**config.mk**
```make
export PLATFORM = sky130hd
export DESIGN_NAME = key_mode_ctrl
export DESIGN_NICKNAME = d
export VERILOG_FILES = /design/src/rtl/key_mode_ctrl.sv
export SDC_FILE = /design/constraint.sdc
export NUM_CORES = 1
export LEC_CHECK = 0
export CELL_PAD_IN_SITES_DETAIL_PLACEMENT = 0
export CELL_PAD_IN_SITES_GLOBAL_PLACEMENT = 2
export CORE_MARGIN = 1.5
export CORE_UTILIZATION = 41
export DETAILED_ROUTE_END_ITERATION = 6
export PLACE_DENSITY = 0.81
export SYNTH_ARGS = -nofsm -noshare
export SYNTH_HDL_FRONTEND = slang
export SYNTH_SLANG_ARGS = --single-unit
export TNS_END_PERCENT = 50
```
**constraint.sdc**
```tcl
create_clock -name CLOCK_50 -period 3.72 [get_ports CLOCK_50]
set_input_delay 0.93 -clock CLOCK_50 [delete_from_list [all_inputs] [get_ports CLOCK_50]]
set_output_delay 0.93 -clock CLOCK_50 [all_outputs]
set_load 0.01 [all_outputs]
```
**src/rtl/key_mode_ctrl.sv**
```systemverilog
// key_mode_ctrl
//   Four-key front panel controller for the DE2 digital clock.
//   Each key is synchronised and debounced, then classified as a short or
//   long press. The classified events drive the mode FSM (RUN, time adjust,
//   week adjust, alarm adjust), which emits one-cycle command pulses to the
//   time counter, the LCD week block and the alarm block. An inactivity
//   timeout forces the panel back to RUN.
//
// Ports
//   CLOCK_50      in   system clock, rising edge
//   rst_n         in   asynchronous active-low reset
//   KEY[3:0]      in   raw push buttons, low = pressed
//   mode[1:0]     out  0 RUN, 1 ADJ_TIME, 2 ADJ_WEEK, 3 ADJ_ALARM
//   adjust        out  0 only in ADJ_TIME
//   select        out  time digit select (wraps SEL_MAX -> 0)
//   add, clr      out  time digit +1 / clear pulses
//   add_week      out  LCD week +1 pulse
//   bl            out  LCD backlight toggle pulse
//   flip_state    out  alarm on/off toggle pulse
//   select_add, alarm_add, alarm_clr  out  alarm digit select / +1 / clear pulses
//   timeout_exit  out  pulse in the cycle mode returns to RUN by timeout
//
// Configuration macro
//   KEY_CTRL_AUTOREPEAT_EN : when defined, a K1 long press in ADJ_TIME or
//   ADJ_ALARM repeats add/alarm_add every REP_CYC cycles while held.

module key_mode_ctrl #(
  parameter int DEB_CYC     = 1_000_000,
  parameter int LONG_CYC    = 50_000_000,
  parameter int TIMEOUT_CYC = 500_000_000,
  parameter int REP_CYC     = 10_000_000,
  parameter int SEL_W       = 4,
  parameter int SEL_MAX     = 15
) (
  input  logic             CLOCK_50,
  input  logic             rst_n,
  input  logic [3:0]       KEY,
  output logic [1:0]       mode,
  output logic             adjust,
  output logic [SEL_W-1:0] select,
  output logic             add,
  output logic             clr,
  output logic             add_week,
  output logic             bl,
  output logic             flip_state,
  output logic             select_add,
  output logic             alarm_add,
  output logic             alarm_clr,
  output logic             timeout_exit
);

  typedef enum logic [1:0] {
    RUN       = 2'd0,
    ADJ_TIME  = 2'd1,
    ADJ_WEEK  = 2'd2,
    ADJ_ALARM = 2'd3
  } mode_e;

  localparam int DEB_W  = $clog2(DEB_CYC + 1);
  localparam int LONG_W = $clog2(LONG_CYC + 1);
  localparam int IDLE_W = $clog2(TIMEOUT_CYC + 1);

  localparam logic [DEB_W-1:0]  DEB_LAST  = DEB_W'(DEB_CYC - 1);
  localparam logic [LONG_W-1:0] LONG_LAST = LONG_W'(LONG_CYC - 1);
  localparam logic [LONG_W-1:0] LONG_MAX  = LONG_W'(LONG_CYC);
  localparam logic [IDLE_W-1:0] IDLE_LAST = IDLE_W'(TIMEOUT_CYC - 1);
  localparam logic [SEL_W-1:0]  SEL_LAST  = SEL_W'(SEL_MAX);

  // Key front end: synchroniser, debounced level, hold counters
  logic [3:0]        sync1_q, sync2_q;
  logic [3:0]        deb_q, deb_d, debPrev_q;
  logic [DEB_W-1:0]  debCnt_q  [4];
  logic [DEB_W-1:0]  debCnt_d  [4];
  logic [LONG_W-1:0] holdCnt_q [4];
  logic [LONG_W-1:0] holdCnt_d [4];

  logic [3:0] shortEv, longEv;
  logic       anyEdge;
  logic       repEv;
  logic       k1Long;

  // FSM and output registers
  mode_e             mode_q, mode_d;
  logic              adjust_q;
  logic [SEL_W-1:0]  select_q, select_d;
  logic [IDLE_W-1:0] idle_q, idle_d;
  logic add_q, add_d, clr_q, clr_d, addWeek_q, addWeek_d, bl_q, bl_d;
  logic flip_q, flip_d, selAdd_q, selAdd_d, alarmAdd_q, alarmAdd_d;
  logic alarmClr_q, alarmClr_d, timeout_q, timeout_d;

  // Winning event after priority resolution
  logic       evValid;
  logic [1:0] evKey;
  logic       evLong;

  always_ff @(posedge CLOCK_50 or negedge rst_n) begin
    if (!rst_n) begin
      sync1_q   <= 4'hF;
      sync2_q   <= 4'hF;
      deb_q     <= 4'hF;
      debPrev_q <= 4'hF;
      for (int k = 0; k < 4; k++) begin
        debCnt_q[k]  <= '0;
        holdCnt_q[k] <= '0;
      end
    end else begin
      sync1_q   <= KEY;
      sync2_q   <= sync1_q;
      deb_q     <= deb_d;
      debPrev_q <= deb_q;
      for (int k = 0; k < 4; k++) begin
        debCnt_q[k]  <= debCnt_d[k];
        holdCnt_q[k] <= holdCnt_d[k];
      end
    end
  end

  // The debounce counter tracks how long the synchronised key has disagreed
  // with the debounced level; any agreeing sample restarts it.
  always_comb begin
    deb_d = deb_q;
    for (int k = 0; k < 4; k++) begin
      debCnt_d[k]  = '0;
      holdCnt_d[k] = '0;
      if (sync2_q[k] != deb_q[k]) begin
        if (debCnt_q[k] == DEB_LAST) begin
          deb_d[k] = sync2_q[k];
        end else begin
          debCnt_d[k] = debCnt_q[k] + 1'b1;
        end
      end
      if (!deb_q[k]) begin
        holdCnt_d[k] = (holdCnt_q[k] == LONG_MAX) ? holdCnt_q[k] : holdCnt_q[k] + 1'b1;
      end
    end
  end

  // On the release-edge cycle holdCnt_q still holds the press length, so a
  // saturated counter means the long event already fired for this press.
  always_comb begin
    anyEdge = |(debPrev_q ^ deb_q);
    for (int k = 0; k < 4; k++) begin
      longEv[k]  = !deb_q[k] && (holdCnt_q[k] == LONG_LAST);
      shortEv[k] = deb_q[k] && !debPrev_q[k] && (holdCnt_q[k] != LONG_MAX);
    end
  end

`ifdef KEY_CTRL_AUTOREPEAT_EN
  localparam int REP_W = $clog2(REP_CYC + 1);
  localparam logic [REP_W-1:0] REP_LAST = REP_W'(REP_CYC - 1);

  logic [REP_W-1:0] repCnt_q, repCnt_d;
  logic             repArm_q, repArm_d;
  logic             k1Held;

  // Repeats are armed only by a long press taken in an adjust mode, so a K1
  // long that enters ADJ_ALARM from RUN does not start repeating there.
  always_comb begin
    k1Held   = !deb_q[1] && (holdCnt_q[1] == LONG_MAX);
    repEv    = k1Held && repArm_q && (repCnt_q == REP_LAST)
               && ((mode_q == ADJ_TIME) || (mode_q == ADJ_ALARM));
    repCnt_d = '0;
    if (k1Held) begin
      repCnt_d = (repCnt_q == REP_LAST) ? '0 : repCnt_q + 1'b1;
    end
    repArm_d = repArm_q && !deb_q[1];
    if (longEv[1] && ((mode_q == ADJ_TIME) || (mode_q == ADJ_ALARM))) begin
      repArm_d = 1'b1;
    end
    k1Long = longEv[1] || repEv;
  end

  always_ff @(posedge CLOCK_50 or negedge rst_n) begin
    if (!rst_n) begin
      repCnt_q <= '0;
      repArm_q <= 1'b0;
    end else begin
      repCnt_q <= repCnt_d;
      repArm_q <= repArm_d;
    end
  end
`else
  always_comb begin
    repEv  = 1'b0;
    k1Long = longEv[1];
  end
`endif

  // Same-cycle events resolve K3 > K0 > K1 > K2; the losers are dropped.
  always_comb begin
    evValid = 1'b1;
    evKey   = 2'd2;
    evLong  = 1'b0;
    if (shortEv[3] || longEv[3]) begin
      evKey  = 2'd3;
      evLong = longEv[3];
    end else if (shortEv[0] || longEv[0]) begin
      evKey  = 2'd0;
      evLong = longEv[0];
    end else if (shortEv[1] || k1Long) begin
      evKey  = 2'd1;
      evLong = k1Long;
    end else if (shortEv[2] || longEv[2]) begin
      evKey  = 2'd2;
      evLong = longEv[2];
    end else begin
      evValid = 1'b0;
    end
  end

  always_ff @(posedge CLOCK_50 or negedge rst_n) begin
    if (!rst_n) begin
      mode_q     <= RUN;
      adjust_q   <= 1'b1;
      select_q   <= '0;
      idle_q     <= '0;
      add_q      <= 1'b0;
      clr_q      <= 1'b0;
      addWeek_q  <= 1'b0;
      bl_q       <= 1'b0;
      flip_q     <= 1'b0;
      selAdd_q   <= 1'b0;
      alarmAdd_q <= 1'b0;
      alarmClr_q <= 1'b0;
      timeout_q  <= 1'b0;
    end else begin
      mode_q     <= mode_d;
      adjust_q   <= (mode_d != ADJ_TIME);
      select_q   <= select_d;
      idle_q     <= idle_d;
      add_q      <= add_d;
      clr_q      <= clr_d;
      addWeek_q  <= addWeek_d;
      bl_q       <= bl_d;
      flip_q     <= flip_d;
      selAdd_q   <= selAdd_d;
      alarmAdd_q <= alarmAdd_d;
      alarmClr_q <= alarmClr_d;
      timeout_q  <= timeout_d;
    end
  end

  // Timeout wins over a coincident event; a debounced edge or a repeat
  // counts as activity and blocks the timeout in that cycle.
  always_comb begin
    mode_d     = mode_q;
    select_d   = select_q;
    add_d      = 1'b0;
    clr_d      = 1'b0;
    addWeek_d  = 1'b0;
    bl_d       = 1'b0;
    flip_d     = 1'b0;
    selAdd_d   = 1'b0;
    alarmAdd_d = 1'b0;
    alarmClr_d = 1'b0;
    timeout_d  = 1'b0;

    if ((mode_q == RUN) || anyEdge || repEv) begin
      idle_d = '0;
    end else begin
      idle_d = idle_q + 1'b1;
    end

    if ((mode_q != RUN) && (idle_q == IDLE_LAST) && !anyEdge && !repEv) begin
      mode_d    = RUN;
      timeout_d = 1'b1;
      idle_d    = '0;
    end else if (evValid) begin
      unique case (mode_q)
        RUN: begin
          if (evLong && evKey == 2'd3) begin
            mode_d   = ADJ_TIME;
            select_d = '0;
          end else if (evLong && evKey == 2'd0) begin
            mode_d = ADJ_WEEK;
          end else if (evLong && evKey == 2'd1) begin
            mode_d = ADJ_ALARM;
          end else if (!evLong && evKey == 2'd0) begin
            bl_d = 1'b1;
          end
        end
        ADJ_TIME: begin
          if (!evLong && evKey == 2'd3) begin
            mode_d = RUN;
          end else if (!evLong && evKey == 2'd0) begin
            select_d = (select_q == SEL_LAST) ? '0 : select_q + 1'b1;
          end else if (evKey == 2'd1) begin
`ifdef KEY_CTRL_AUTOREPEAT_EN
            add_d = 1'b1;
`else
            add_d = !evLong;
`endif
          end else if (!evLong && evKey == 2'd2) begin
            clr_d = 1'b1;
          end
        end
        ADJ_WEEK: begin
          if (!evLong && evKey == 2'd3) begin
            mode_d = RUN;
          end else if (!evLong && evKey == 2'd1) begin
            addWeek_d = 1'b1;
          end
        end
        ADJ_ALARM: begin
          if (!evLong && evKey == 2'd3) begin
            mode_d = RUN;
          end else if (evKey == 2'd0) begin
            flip_d   = evLong;
            selAdd_d = !evLong;
          end else if (evKey == 2'd1) begin
`ifdef KEY_CTRL_AUTOREPEAT_EN
            alarmAdd_d = 1'b1;
`else
            alarmAdd_d = !evLong;
`endif
          end else if (!evLong && evKey == 2'd2) begin
            alarmClr_d = 1'b1;
          end
        end
        default: mode_d = RUN;
      endcase
    end
  end

  assign mode         = mode_q;
  assign adjust       = adjust_q;
  assign select       = select_q;
  assign add          = add_q;
  assign clr          = clr_q;
  assign add_week     = addWeek_q;
  assign bl           = bl_q;
  assign flip_state   = flip_q;
  assign select_add   = selAdd_q;
  assign alarm_add    = alarmAdd_q;
  assign alarm_clr    = alarmClr_q;
  assign timeout_exit = timeout_q;

endmodule

```
==> flow_summary.ini, run 1 <==
[outcome]
outcome = finished clean

[run]
drv_cap = 0

[final_layout]
n_antenna_cell = 0
synthToLayoutAreaGrowth_pct = 13.8
final_nets = 1263
drive_gt1_frac = 0.0793

[synth]
synth_top_family_by_area = simple AND/OR/NAND/NOR gates
syn_area_sq_um = 11800
synth.top_cell.area_share = 0.484
synth.distinct_cells = 58
yosys_warnings = 0
synth_compound_area_frac = 0.0459
synth-async-reset-ratio = 1.00
syn_nets = 1229
yosysMostFrequentCell = dfrtp_1
synthMuxAreaShare = 0.00775
synthXorXnorAreaFrac = 0.121
yosys_register_bits = 245
synth_simple_gate_area_frac = 0.264
synth_edf_count = 0
ys_seq_area_frac = 0.522
yosys-top-cells-count = dfrtp_1, nor2_1, nand2_1, xor2_1, nand3_1
syn_area_per_cell_sq_um = 9.78
synthTopCellsByArea = dfrtp_1, nor2_1, xor2_1
synth_cells = 1205
yosysTopAreaCell = dfrtp_1
synth_flop_cell = dfrtp_1
synthAdderAreaFrac = 0.0191

[sta]
grt_setup_unrepaired = no
min_period_over_period = 0.779
finalCriticalPeriod_ns = 2.90
final_max_slew_viol_count = 0
hold_viol = 0
fin_ws_ns = 0.823
worst_pin_slew_ns = 0.657
setup_tns_ns = 0
clock_skew_ns = 0.0156
fmax_ghz = 0.345
setup_viol_count_final = 0
relSlewSlack = 0.562

[setup_path]
crit_fanout = 6
r2r_cells = 10
crit_start = holdCnt_q[78]
endpoint = select[1]
endpoint_kind = flip-flop
critPathLaunchType = flip-flop
worstPathRequired_ns = 4.15
cp_num_cells = 10
worstSetupPathType = reg -> reg
rr_startpoint = holdCnt_q[78]
slowest_delay_ns = 0.50
crit_slowest_cell = or3_1
worstPathArrival_ns = 3.32
path_buf_inv = 1
rr_endpoint = select[1]
r2r_slack_ns = 0.82
crit_chain = inv_1 -> ha_1 -> nor4bb_1 -> nand2_1 -> or3_1 -> a211oi_2 -> and3b_1 -> nand3_1 -> nand4_2 -> mux2_4
cp_top_family = simple AND/OR/NAND/NOR gates

[power]
peakVddDrop_mv = 0.285
p_sw_mw = 1.15
p_leak_nw = 5.75
power.density_nw_per_um2 = 410
seq_power_share = 0.490
pwr-share-clk = 0.492
pwr-share-comb = 0.018
switching_share = 0.210
p_int_mw = 4.35

[floorplan]
start_util = 0.421
dieWidth_um = 173
num_rows = 61
pin_count = 22
core_sq_um = 28000
die_area_sq_um = 29800
dieHeight_um = 173

[cts]
cts.htree.levels = 1
clock_sinks = 245
cts-buffers-inserted = 28
clock_latency_ns = 0.54
cts.clk_slew.worst_paths_ns = 0.06
cts_resized = 0
clock_path_buffers = 3
tritoncts = done
post_cts_buffers = 0
root_buffer = clkbuf_16
cts_hold_buffers = 0

[routing]
avgViaCountPerCell = 4.97
vias = 8153
wire_per_inst_um = 13.4
wirelength_um = 22000
drtAntennaViolNets = 0
drt-pass1-iter-count = 4
drt_iter0_drc = 410
drc_errors = 0

[grt]
grt_max_degree = 83
grt_overflow_total = 0
grt_pass1_vias = 8005
grt_pass1_wl_um = 38700
gr-usage-all-layers = 0.150
antenna_found_initial = 0

[placed_design]
gp_congestion = 0.750
dpl.hpwl_um = 14500
port_buffers = 21
dp_slack_ns = 0.835

[min_path]
hold_class = reg -> reg
how the worst min path moves through the flow:
| stage | startpoint | endpoint | slack [ns] | cells past startpoint |
|---|---|---|---|---|
| floorplan | sync1_q[0] | sync2_q[0] | 0.35 | 0 |
| global placement | sync1_q[3] | sync2_q[3] | 0.35 | 0 |
| detailed placement | sync1_q[3] | sync2_q[3] | 0.35 | 0 |
| CTS | sync1_q[0] | sync2_q[0] | 0.35 | 0 |
| global route | sync1_q[0] | sync2_q[0] | 0.36 | 0 |
| finish | sync1_q[3] | sync2_q[3] | 0.35 | 0 |
stage by stage:
stage | utilization | hold WS (ns) | total power, mW | instance area (sq um) | std cells
2_1_floorplan | - | 0.345 | 2.77 | 11800 | 1205
3_3_place_gp | 0.446 | 0.345 | 2.85 | 12500 | 1587
3_5_place_dp | 0.446 | 0.347 | 2.85 | 12500 | 1587
4_1_cts | 0.479 | 0.355 | 5.62 | 13400 | 1639
5_1_grt | 0.479 | 0.362 | 5.73 | 13400 | 1639
6_report | 0.479 | 0.354 | 5.51 | 13400 | 1639
sequential cells by signal, indices dropped and copies added, names as in the netlist:
| name | cells |
|---|---|
| select_add | 1 |
| debPrev_q | 4 |
| idle_q | 29 |
| sync2_q | 4 |
| select | 4 |
| sync1_q | 4 |
| clr | 1 |
| alarm_clr | 1 |
| alarm_add | 1 |
| add_week | 1 |
| flip_state | 1 |
| debCnt_q | 80 |
| timeout_exit | 1 |
| mode | 2 |
| deb_q | 4 |
| adjust | 1 |
| add | 1 |
| holdCnt_q | 104 |
| bl | 1 |
worst register-to-register path: stages, from the launching register on:
cell	delay, ns
dfrtp_1	0.42
inv_1	0.08
ha_1	0.13
nor4bb_1	0.25
nand2_1	0.07
or3_1	0.50
a211oi_2	0.41
and3b_1	0.24
nand3_1	0.18
nand4_2	0.19
mux2_4	0.30
cell type report:
cell class | instances | area (sq um)
flip-flops and latches | 245 | 6150
clock inverters | 11 | 82.6
clock buffers | 41 | 851
well taps | 378 | 473
multi-input cells | 898 | 5400
repair buffers | 31 | 328
fillers | 2629 | 14600
inverters | 35 | 131
power by group through the flow:
stage               logic (mW)  clock network, mW  registers (mW)
floorplan               0.0294                  0            2.74
global placement         0.105                  0            2.74
detailed placement       0.105                  0            2.74
CTS                      0.105               2.82            2.70
global route             0.118               2.92            2.70
finish                  0.0980               2.71            2.70
layout by cell type (no fill, tap or decap), types with 35 or more instances in the layout:
cell type / synthesis / routed
and3_1: 41 / 41
or3_1: 40 / 40
xnor2_1: 70 / 70
o21ai_0: 39 / 39
nor2_1: 220 / 220
inv_1: 35 / 35
nand3_1: 79 / 79
xor2_1: 93 / 93
nand2_1: 99 / 99
a21oi_1: 41 / 41
dfrtp_1: 228 / 228
cell families (layout without fill, tap and decap cells):
kind of cell,Yosys count,in the layout
muxes,8,8
and+or+nand+nor,615,615
buffers and inverters,62,118
adders and majority gates,18,18
DFF,245,245
xor gates and xnor gates,163,163
AOI/OAI and AO/OA,94,94
routing by layer:
layer | vias up | wire (um) | GRT usage
met5 | - | 0 | 0
met4 | 0 | 487 | 0.0373
met3 | 30 | 602 | 0.0242
met2 | 78 | 9680 | 0.236
met1 | 3876 | 11300 | 0.217
li1 | 4169 | - | -
(Power assumes the default switching activity.)
==> inputs of run 2 (changes only) <==
==> constraint.sdc (replaced) <==
create_clock -name CLOCK_50 -period 2.82 [get_ports CLOCK_50]
set_input_delay 0.705 -clock CLOCK_50 [delete_from_list [all_inputs] [get_ports CLOCK_50]]
set_output_delay 0.705 -clock CLOCK_50 [all_outputs]
set_load 0.01 [all_outputs]
==> run 2 against run 1 <==
Die area stayed put; worst hold slack got worse by 0.30 ns; utilization increased by 0.86 points; via count increased by 2.2%; highest routed layer unchanged.
==> flow_summary.ini, run 2 (synthesized netlist as in run 1, its figures left out) <==
[power]
pwr-share-clk = 0.516
p_int_mw = 6.05
peakVddDrop_mv = 0.451
p_sw_mw = 1.57
seq_power_share = 0.467
power.density_nw_per_um2 = 558
finalPower_mw = 7.62
p_leak_nw = 5.87
switching_share = 0.207
pwr-share-comb = 0.017

[routing]
drc_errors = 0
wire_per_inst_um = 13.5
drtAntennaViolNets = 0
drt-pass1-iter-count = 4
wirelength_um = 22400
vias = 8333
drt_iter0_drc = 497
avgViaCountPerCell = 5.03

[final_layout]
synthToLayoutAreaGrowth_pct = 15.9
final_common_cell = dfrtp_1
largest_reg_flops = 104
final_cell_area_sq_um = 13700
top_regs = holdCnt_q (104), debCnt_q (80), idle_q (29)
top_register = holdCnt_q
final_cell_mix = dfrtp_1, nor2_1, nand2_1, xor2_1, nand3_1
n_antenna_cell = 0
final_nets = 1282
drive_gt1_frac = 0.0938
stdcell_count = 1658

[placed_design]
dpl_cell_area_sq_um = 12600
gp_congestion = 0.744
dpl.hpwl_um = 14800
port_buffers = 21
placed_cells = 1603

[cts]
cts-buffers-inserted = 29
tritoncts = done
cts.clk_slew.worst_paths_ns = 0.06
cts.htree.levels = 1
clock_sinks = 245
cts_hold_buffers = 0
root_buffer = clkbuf_16
clock_path_buffers = 3
clock_latency_ns = 0.54

[setup_path]
r2r_slack_ns = 0.18
critPathLaunchType = flip-flop
r2r_cells = 11
worstPathArrival_ns = 3.06
crit_slowest_cell = dfrtp_1
worstPathRequired_ns = 3.24
crit_chain = inv_1 -> ha_1 -> nor4bb_1 -> nand2_1 -> or3_4 -> a211oi_2 -> buf_4 -> nand2b_4 -> a31oi_4 -> nand4_2 -> mux2_4
endpoint_kind = flip-flop
slowest_delay_ns = 0.42
rr_startpoint = holdCnt_q[79]
worstSetupPathType = reg -> reg
path_buf_inv = 2
cp_top_family = simple AND/OR/NAND/NOR gates
crit_fanout = 5
rr_endpoint = select[1]

[outcome]
outcome = finished clean

[sta]
worst_pin_slew_ns = 0.651
final_max_slew_viol_count = 0
fmax_ghz = 0.379
hold_slack_ns = 0.0537
min_period_over_period = 0.935
setup_tns_ns = 0
finalCriticalPeriod_ns = 2.64
setup_viol_count_final = 0
hold_viol = 0
relSlewSlack = 0.565
clock_skew_ns = 0.0181
grt_setup_unrepaired = no

[grt]
grt_pass1_wl_um = 39800
antenna_found_initial = 0
gr-usage-all-layers = 0.155
grt_max_degree = 71
grt_overflow_total = 0
grt_pass1_vias = 8161

[floorplan]
pin_count = 22
start_util = 0.421
core_sq_um = 28000
dieWidth_um = 173
dieHeight_um = 173
die_area_sq_um = 29800
num_rows = 61

[min_path]
hold_class = in -> async

[run]
drv_cap = 0
==> run 2: worst max path at each step <==
stage,start,to,slack [ns],depth (start not counted)
3_5_place_dp,holdCnt_q[1],select[1],0.13,10
3_3_place_gp,holdCnt_q[1],select[1],0.16,10
5_1_grt,debPrev_q[0],select[2],0.006,10
2_1_floorplan,holdCnt_q[78],select[1],0.14,11
4_1_cts,holdCnt_q[1],select[1],0.11,10
6_report,holdCnt_q[79],select[1],0.18,11
==> run 2: final cells by class <==
cell class / count / area (sq um)
timing repair buffer: 49 / 463
clock buffer: 40 / 817
sequential: 245 / 6150
clock inverter: 13 / 199
inverter: 35 / 131
tap: 378 / 473
fill: 2653 / 14400
multi-input combinational: 898 / 5420
==> run 2: stage by stage <==
| stage | setup WS, ns | util |
|---|---|---|
| detailed placement | 0.133 | 0.450 |
| global placement | 0.165 | 0.450 |
| finish | 0.183 | 0.488 |
| CTS | 0.110 | 0.486 |
| global route | 0.00570 | 0.488 |
| floorplan | 0.135 | - |
==> run 2: layer usage <==
layer / vias up / GRT usage / share of wire
met5: - / 0 / 0
met2: 99 / 0.240 / 0.43
met1: 4003 / 0.226 / 0.51
li1: 4198 / - / -
met3: 33 / 0.0246 / 0.032
met4: 0 / 0.0365 / 0.019
==> run 2: power by group through the flow <==
stage               sequential [mW]  combinational (mW)  clock (mW)
finish                         3.56               0.129        3.94
global route                   3.56               0.154        4.21
CTS                            3.56               0.139        4.05
detailed placement             3.62               0.138           0
global placement               3.62               0.138           0
floorplan                      3.62              0.0387           0
==> run 2: what timing repair did <==
item	4_1_cts	5_1_grt
buffers inserted	0	2
setup endpoints to repair	0	3
resized for setup	0	4
